[src/rtl/mult_div_unit.sv]
// Iterative MULT/MULTU/DIV/DIVU unit holding the HI/LO registers.
// Shift-add multiply and restoring divide, one bit per cycle, followed by a sign-fix cycle.
module mult_div_unit #(
  parameter int WIDTH = 32
) (
  input  logic             clk,
  input  logic             rst_n,
  input  logic             start,
  input  logic [1:0]       op,
  input  logic [WIDTH-1:0] operand_a,
  input  logic [WIDTH-1:0] operand_b,
  input  logic             hi_we,
  input  logic             lo_we,
  input  logic [WIDTH-1:0] mt_data,
  output logic             busy,
  output logic             done,
  output logic             div_by_zero,
  output logic [WIDTH-1:0] hi,
  output logic [WIDTH-1:0] lo
);
  localparam logic [1:0] S_IDLE = 2'd0, S_MUL = 2'd1, S_DIV = 2'd2, S_FIX = 2'd3;
  localparam int CW = $clog2(WIDTH) + 1;

  logic [1:0]         state_q, state_d;
  logic [CW-1:0]      cnt_q, cnt_d;
  logic               is_div_q, is_div_d;
  logic               neg_res_q, neg_res_d, neg_rem_q, neg_rem_d, dbz_q, dbz_d;
  logic [WIDTH-1:0]   opnd_q, opnd_d, hi_q, hi_d, lo_q, lo_d;
  logic [2*WIDTH-1:0] acc_q, acc_d;
  logic [WIDTH:0]     rem_q, rem_d;
  logic               busy_q, busy_d, done_q, done_d, dz_out_q, dz_out_d;

  logic               sgn_a, sgn_b;
  logic [WIDTH-1:0]   mag_a, mag_b;
  logic [WIDTH:0]     sum;
  logic [WIDTH+1:0]   shifted, diff;
  logic [2*WIDTH-1:0] prod;

  assign sgn_a   = ~op[0] & operand_a[WIDTH-1];
  assign sgn_b   = ~op[0] & operand_b[WIDTH-1];
  assign mag_a   = sgn_a ? -operand_a : operand_a;
  assign mag_b   = sgn_b ? -operand_b : operand_b;
  assign sum     = {1'b0, acc_q[2*WIDTH-1:WIDTH]} + {1'b0, opnd_q};
  // remainder shifted left with the next dividend bit; top bit doubles as the borrow
  assign shifted = {rem_q, acc_q[WIDTH-1]};
  assign diff    = shifted - {2'b00, opnd_q};
  assign prod    = neg_res_q ? -acc_q : acc_q;

  always_comb begin
    state_d   = state_q;
    cnt_d     = cnt_q;
    is_div_d  = is_div_q;
    neg_res_d = neg_res_q;
    neg_rem_d = neg_rem_q;
    dbz_d     = dbz_q;
    opnd_d    = opnd_q;
    acc_d     = acc_q;
    rem_d     = rem_q;
    hi_d      = hi_q;
    lo_d      = lo_q;
    done_d    = 1'b0;
    dz_out_d  = 1'b0;
    case (state_q)
      S_IDLE: begin
        if (hi_we) hi_d = mt_data;
        if (lo_we) lo_d = mt_data;
        if (start) begin
          is_div_d  = op[1];
          neg_res_d = sgn_a ^ sgn_b;
          neg_rem_d = sgn_a;
          cnt_d     = '0;
          rem_d     = '0;
          dbz_d     = 1'b0;
          if (!op[1]) begin
            opnd_d  = mag_a;
            acc_d   = {{WIDTH{1'b0}}, mag_b};
            state_d = S_MUL;
          end else if (operand_b == '0) begin
            // raw dividend and all-ones quotient go straight to HI/LO
            acc_d   = {operand_a, {WIDTH{1'b1}}};
            dbz_d   = 1'b1;
            state_d = S_FIX;
          end else begin
            opnd_d  = mag_b;
            acc_d   = {{WIDTH{1'b0}}, mag_a};
            state_d = S_DIV;
          end
        end
      end
      S_MUL: begin
        acc_d = acc_q[0] ? {sum, acc_q[WIDTH-1:1]} : {1'b0, acc_q[2*WIDTH-1:1]};
        cnt_d = cnt_q + 1'b1;
        if (cnt_q == CW'(WIDTH-1)) state_d = S_FIX;
      end
      S_DIV: begin
        if (!diff[WIDTH+1]) begin
          rem_d              = diff[WIDTH:0];
          acc_d[WIDTH-1:0]   = {acc_q[WIDTH-2:0], 1'b1};
        end else begin
          rem_d              = shifted[WIDTH:0];
          acc_d[WIDTH-1:0]   = {acc_q[WIDTH-2:0], 1'b0};
        end
        cnt_d = cnt_q + 1'b1;
        if (cnt_q == CW'(WIDTH-1)) state_d = S_FIX;
      end
      default: begin
        state_d  = S_IDLE;
        done_d   = 1'b1;
        dz_out_d = dbz_q;
        if (dbz_q) begin
          hi_d = acc_q[2*WIDTH-1:WIDTH];
          lo_d = acc_q[WIDTH-1:0];
        end else if (!is_div_q) begin
          hi_d = prod[2*WIDTH-1:WIDTH];
          lo_d = prod[WIDTH-1:0];
        end else begin
          hi_d = neg_rem_q ? -rem_q[WIDTH-1:0] : rem_q[WIDTH-1:0];
          lo_d = prod[WIDTH-1:0];
        end
      end
    endcase
    busy_d = (state_d != S_IDLE);
  end

  always_ff @(posedge clk or negedge rst_n) begin
    if (!rst_n) begin
      state_q   <= S_IDLE;
      cnt_q     <= '0;
      is_div_q  <= 1'b0;
      neg_res_q <= 1'b0;
      neg_rem_q <= 1'b0;
      dbz_q     <= 1'b0;
      opnd_q    <= '0;
      acc_q     <= '0;
      rem_q     <= '0;
      hi_q      <= '0;
      lo_q      <= '0;
      busy_q    <= 1'b0;
      done_q    <= 1'b0;
      dz_out_q  <= 1'b0;
    end else begin
      state_q   <= state_d;
      cnt_q     <= cnt_d;
      is_div_q  <= is_div_d;
      neg_res_q <= neg_res_d;
      neg_rem_q <= neg_rem_d;
      dbz_q     <= dbz_d;
      opnd_q    <= opnd_d;
      acc_q     <= acc_d;
      rem_q     <= rem_d;
      hi_q      <= hi_d;
      lo_q      <= lo_d;
      busy_q    <= busy_d;
      done_q    <= done_d;
      dz_out_q  <= dz_out_d;
    end
  end

  assign busy        = busy_q;
  assign done        = done_q;
  assign div_by_zero = dz_out_q;
  assign hi          = hi_q;
  assign lo          = lo_q;
endmodule

[config.mk]
export PLATFORM = sky130hd
export DESIGN_NAME = mult_div_unit
export DESIGN_NICKNAME = d
export VERILOG_FILES = /design/src/rtl/mult_div_unit.sv
export SDC_FILE = /design/constraint.sdc
export NUM_CORES = 1
export LEC_CHECK = 0
export ABC_AREA = 0
export CORE_MARGIN = 2
export CORE_UTILIZATION = 50
export CTS_CLUSTER_DIAMETER = 120
export DETAILED_ROUTE_END_ITERATION = 7
export HOLD_SLACK_MARGIN = 0.05
export MAX_ROUTING_LAYER = met4
export PLACE_DENSITY_LB_ADDON = 0.3
export SETUP_SLACK_MARGIN = 0.15
export SLEW_MARGIN = 0
export SYNTH_ARGS = -nofsm -noshare
export SYNTH_HDL_FRONTEND = slang
export SYNTH_SLANG_ARGS = --single-unit
[constraint.sdc]
create_clock -name clk -period 3.4 [get_ports clk]
set_input_delay 0.68 -clock clk [delete_from_list [all_inputs] [get_ports clk]]
set_output_delay 0.68 -clock clk [all_outputs]
set_load 0.05 [all_outputs]
==> results of run 1 <==
[sequential cells by signal, indices dropped and copies added, names as in the netlist]
| name | cells |
|---|---|
| cnt_q | 6 |
| hi | 32 |
| rem_q | 33 |
| busy | 1 |
| lo | 32 |
| div_by_zero | 1 |
| is_div_q | 1 |
| dbz_q | 1 |
| done | 1 |
| opnd_q | 32 |
| neg_rem_q | 1 |
| acc_q | 64 |
| state_q | 2 |
| neg_res_q | 1 |
[report_power, final]
part	leakage, nW	internal, mW	switching (mW)
Sequential	2.61	3.58	1.12
Combinational	6.73	6.25	10.4
Clock	0.381	1.59	1.16
[routing by layer]
| layer | track usage (%) | share of wire, % |
|---|---|---|
| met4 | 21.82 | 6.5 |
| met2 | 60.40 | 42 |
| met5 | - | 0 |
| met3 | 6.788 | 11 |
| met1 | 55.22 | 40 |
[logic make-up after synthesis]
group	synth area share (%)
buf+inv	4.780
fa+ha+maj	5.535
xor+xnor	8.746
flops	30.22
mux	3.981
simple gates	18.83
compound gates	27.91
[synth_stat cells, types with 8 or more instances]
master / count / share of area, %
o211ai_1: 19 / 0.83
clkbuf_1: 123 / 2.7
o21a_1: 11 / 0.48
or4_1: 21 / 0.92
or3_1: 36 / 1.3
nand3_1: 44 / 1.3
xor2_1: 70 / 3.6
a221oi_1: 38 / 1.9
xnor2_1: 102 / 5.2
a31oi_1: 27 / 0.98
buf_1: 15 / 0.33
dfrtp_1: 208 / 30
ha_1: 73 / 5.3
and2_1: 10 / 0.36
o21ai_0: 242 / 7.0
o221ai_1: 15 / 0.76
a21o_1: 36 / 1.6
mux2i_1: 55 / 3.2
a21oi_1: 183 / 5.3
a22oi_1: 45 / 2.0
nand4_1: 15 / 0.54
a211oi_1: 10 / 0.44
nand2b_1: 16 / 0.58
o22ai_1: 8 / 0.29
inv_1: 70 / 1.5
nand2_1: 281 / 6.1
nor2_1: 172 / 3.7
o41ai_1: 15 / 0.76
nor2b_1: 11 / 0.40
nor3_1: 41 / 1.2
mux2_2: 11 / 0.72
o31ai_1: 46 / 2.0
nor4_1: 19 / 0.69
[worst reg2reg max path, stage by stage, from the launching register on]
cell and delay, ns:
dfrtp_1 0.37, or4_4 0.53, or4_4 0.46, or3_4 0.37, or4_4 0.44, or4_4 0.46
o31ai_4 0.21, mux2_4 0.33, nand3_2 0.07, a21oi_1 0.06
[through the flow]
stage          hold WS [ns]  setup TNS [ns]  utilization [%]
2_1_floorplan        0.3844         -0.2639                -
3_3_place_gp         0.4607          -20.81            63.35
3_5_place_dp         0.4681          -26.25            63.35
4_1_cts              0.2334       -0.007760            66.14
5_1_grt              0.2377         -0.2169            67.02
6_report             0.1782       -0.008696            67.03
[worst paths after layout]
| check | startpoint | to | slack [ns] | cells past startpoint |
|---|---|---|---|---|
| max | acc_q[8] | hi[28] | -0.009 | 9 |
| max reg2reg | acc_q[8] | hi[28] | -0.009 | 9 |
| min reg2reg | lo[20] | lo[20] | 0.48 | 2 |
| min | rst_n | hi[15] | 0.18 | 1 |
| max in group asynchronous | rst_n | opnd_q[26] | 2.36 | 2 |
| min in group clk | lo[20] | lo[20] | 0.48 | 2 |
[layout make-up]
cell class	instances	area (um^2)
Antenna cell	1	2.502
Timing Repair Buffer	473	4084
Multi-Input combinational cell	1781	11660
Sequential cell	208	5209
Clock inverter	9	138.9
Inverter	73	274.0
Clock buffer	32	660.6
Tap cell	448	560.5
Fill cell	2890	11110
[timing repair]
item | in CTS | in global routing
pin swaps | 9 | 13
gates resized for setup | 34 | 55
setup endpoints to repair | 43 | 78
buffers inserted | 3 | 5
==> flow_summary.ini, run 1 <==
[yosys]
async_flop_share_pct = 100.0
synth.net_count = 2383
ys_dominant_reg_cell = dfrtp_1
synth_warnings = 0
synth_cell_types = 73
postSynthAreaPerCell_um2 = 7.811
ys_ff_latch = 208
synthCells = 2205
synth_edf_count = 0
ys_seq_area_share_pct = 30.22
synth_area_um2 = 17220

[routing]
drtPass1Iterations = 6
num_vias = 19430
drc = 0
initialDrtViolationCount = 2191
wl_per_cell_um = 24.13
ant_nets = 0
wirelength_mm = 73.01
via_per_inst = 6.423

[cts]
cts_hold_buf = 0
htreeDepth = 1
cts_sinks = 208
cts-root-buf = clkbuf_16
path_clk_slew_ns = 0.06
cts_tree = yes
numCtsBuffers = 24
clock_latency_ns = 0.56
cts.path.max_buffers = 3

[die]
die-area_um2 = 35950
dieWidth_um = 189.6
die_height_um = 189.6
coreArea_um2 = 33700
initial_core_util_pct = 51.11
io_pins = 170
rows = 67

[timing]
fin_skew_ns = 0.01343
layout_setup_ws_ns = -0.008696
rsz0062_at_grt = true
layout_min_cycle_time_ns = 3.409
finalHoldViolations = 0
setup_viol = 1
fmax_mhz = 293.4
tightest_slew_ns = 1.307
slew_viol_final = 0
finalCritPeriodShare_pct = 100.3
relSlewSlack_pct = 12.88

[cells_and_area]
layout_commonest_cell = buf_4
final_cells = 3025
area_delta_synth_final_pct = 31.14
final_cell_mix = 293 x buf_4, 281 x nand2_1, 232 x o21ai_0, 205 x dfrtp_1, 171 x nor2_1
drive_gt1_share_pct = 17.66
nets = 2739
finalInstanceArea_um2 = 22590

[placement]
dp_cells = 2975
port_buffers = 169
dp_hpwl_mm = 57.05
gp_congestion = 1.068
pre_cts_ws_ns = -0.3861
placed_area_um2 = 21350

[grt]
antenna_found_initial = 0
grt_pass1_vias = 18290
grt_usage_pct = 41.36
grt_max_degree = 83
grt_pass1_wl_mm = 110.1
grt_remaining_overflow = 0

[critical_path]
max_stage_delay_ns = 0.53
crit_slowest_cell = or4_4
start_kind = register
crit_top_cell = or4_4
crit_chain = or4_4 -> or4_4 -> or3_4 -> or4_4 -> or4_4 -> o31ai_4 -> mux2_4 -> nand3_2 -> a21oi_1
cp_max_fo = 2
crit_family = simple AND/OR/NAND/NOR gates
critPathArrivalTime_ns = 3.84
required_ns = 3.83
cp.buffers_inverters = 0
critical_path_class = register to register
worst_setup_path_end_kind = register

[worst_hold_path]
hp-class = input pin to asynchronous set/reset pin

[power_and_ir_drop]
ir_drop_uv = 741.7
leakagePower_nw = 9.722
p_total_mw = 24.05
power.density_nw_per_um2 = 1065

[status]
violations = setup timing
status = finished, violations left

[run]
maxCapViolations = 0
Note: power is estimated with default switching activity, not from simulation.
==> run 2, diff against run 1 <==
Settings changed: CORE_MARGIN 2 to 1.5.
==> run 2 against run 1 <==
- the flow still finishes with violations (setup timing)
- clock skew rose by 0.0032 ns
- critical endpoint unchanged
- routed wire length fell by 0.67%
- via count rose by 0.63%
- first-iteration DRC count rose by 1.1%
- register-to-register slack barely moved
- power rose by 1.9%
- fmax rose by 0.20%
- utilization did not move
- sequential cell count did not move
- die area fell by 1.1%
==> flow_summary.ini, run 2 (synthesis results as in run 1) <==
[grt]
grt_pass1_vias = 18350
grt_max_degree = 86
grt_remaining_overflow = 0
grt_usage_pct = 41.36
grt_pass1_wl_mm = 110.0
antenna_found_initial = 1

[timing]
relSlewSlack_pct = 17.40
finalHoldViolations = 0
finalCritPeriodShare_pct = 100.1
rsz0062_at_grt = true
slew_viol_final = 0
fmax_mhz = 294.0
fin_skew_ns = 0.01662
holdWs_ns = 0.1631
tightest_slew_ns = 1.234
setup_viol = 1
layout_setup_ws_ns = -0.001922
layout_min_cycle_time_ns = 3.402

[critical_path]
timing.rr.start = acc_q[8]
reg2reg_depth = 9
start_kind = register
reg2reg_to = hi[28]
required_ns = 3.82
cp_max_fo = 2
critical_path_class = register to register
worst_setup_path_end_kind = register
critPathArrivalTime_ns = 3.82
r2r_slack_ns = -0.002

[die]
die_height_um = 188.6
initial_core_util_pct = 51.11
rows = 67
coreArea_um2 = 33700
io_pins = 170
die-area_um2 = 35570
dieWidth_um = 188.6

[routing]
num_vias = 19550
wl_per_cell_um = 24.20
wirelength_mm = 72.52
initialDrtViolationCount = 2215
drtPass1Iterations = 7
ant_nets = 0
via_per_inst = 6.526
drc = 0

[cells_and_area]
finalInstanceArea_um2 = 22590
max_flop_register = acc_q
top_regs = acc_q (64), rem_q (33)
nets = 2707
area_delta_synth_final_pct = 31.14
drive_gt1_share_pct = 17.35
final_cell_mix = 280 x nand2_1, 259 x buf_4, 231 x o21ai_0, 200 x dfrtp_1, 170 x nor2_1
largest_reg_flops = 64
layout_commonest_cell = nand2_1

[power_and_ir_drop]
leakagePower_nw = 9.666
power.density_nw_per_um2 = 1085
ir_drop_uv = 801.8
p_total_mw = 24.52

[cts]
htreeDepth = 1
clock_latency_ns = 0.56
cts-root-buf = clkbuf_16
cts_tree = yes
numCtsBuffers = 25
path_clk_slew_ns = 0.06
cts_sinks = 208
cts.path.max_buffers = 3

[run]
maxCapViolations = 0

[placement]
placed_area_um2 = 21080
gp_congestion = 1.043
port_buffers = 169
dp_hpwl_mm = 56.27

[status]
status = finished, violations left
violations = setup timing

[worst_hold_path]
hp-class = input pin to asynchronous set/reset pin
run 2: cell types whose count changed in the layout (fill, tap and decap cells not counted), moves of 4 or more:
cell | before | now
buf_4 | 293 | 259
dfrtp_1 | 205 | 200
dfrtp_2 | 3 | 8
o31ai_1 | 41 | 37
run 2: final cells by class:
type | count | area [um^2]
antenna | 1 | 2.502
sequential | 208 | 5215
inverter | 73 | 274.0
timing repair buffer | 440 | 3867
fill | 2786 | 11110
multi-input combinational | 1781 | 11720
tap | 448 | 560.5
clock inverter | 12 | 229.0
clock buffer | 33 | 715.7
run 2: what timing repair did:
item / CTS / global route
pin swaps: 11 / 27
setup endpoints to repair: 46 / 95
hold buffers: 0 / 0
gates resized for setup: 33 / 77
cloned: 0 / 2
setup buffers: 1 / 6
run 2: critical path, stage by stage, from the launching register on:
cell and delay, ns:
dfrtp_1 0.38, or4_4 0.54, or4_4 0.44, or3_4 0.36, or4_4 0.43, or4_4 0.45
o31ai_4 0.21, mux2_4 0.32, nand3_2 0.08, a21oi_2 0.06
run 2: how the worst max path moves through the flow:
stage	from	cells after the start	slack [ns]	endpoint
after floorplan	acc_q[8]	12	-0.26	hi[28]
after global placement	operand_b[12]	11	-0.25	acc_q[61]
after detailed placement	operand_b[12]	11	-0.31	acc_q[58]
after CTS	acc_q[8]	9	-0.05	hi[28]
after global routing	rem_q[10]	9	-0.06	hi[27]
final	acc_q[8]	9	-0.002	hi[28]
run 2: power by group:
group          leakage [nW]  switching, mW  internal (mW)
Sequential             2.60           1.21           3.59
Clock                 0.468           1.16           1.94
Combinational          6.59           10.4           6.19
run 2: per-layer routing:
metal / up-vias / wire [um] / track usage, %
met5: - / 0 / -
met4: 0 / 4498 / 22.07
met3: 232 / 7339 / 6.668
met2: 1230 / 31420 / 60.70
met1: 9357 / 29260 / 54.67
li1: 8734 / - / -
run 2: through the flow:
step / utilization (%) / setup slack (ns) / instances / setup TNS, ns
5_1_grt: 67.03 / -0.05569 / 2996 / -0.1297
2_1_floorplan: - / -0.2639 / 2205 / -0.2639
4_1_cts: 65.75 / -0.04586 / 2987 / -0.04586
6_report: 67.03 / -0.001922 / 2996 / -0.001922
3_5_place_dp: 62.55 / -0.3150 / 2941 / -22.64
3_3_place_gp: 62.55 / -0.2478 / 2941 / -15.68
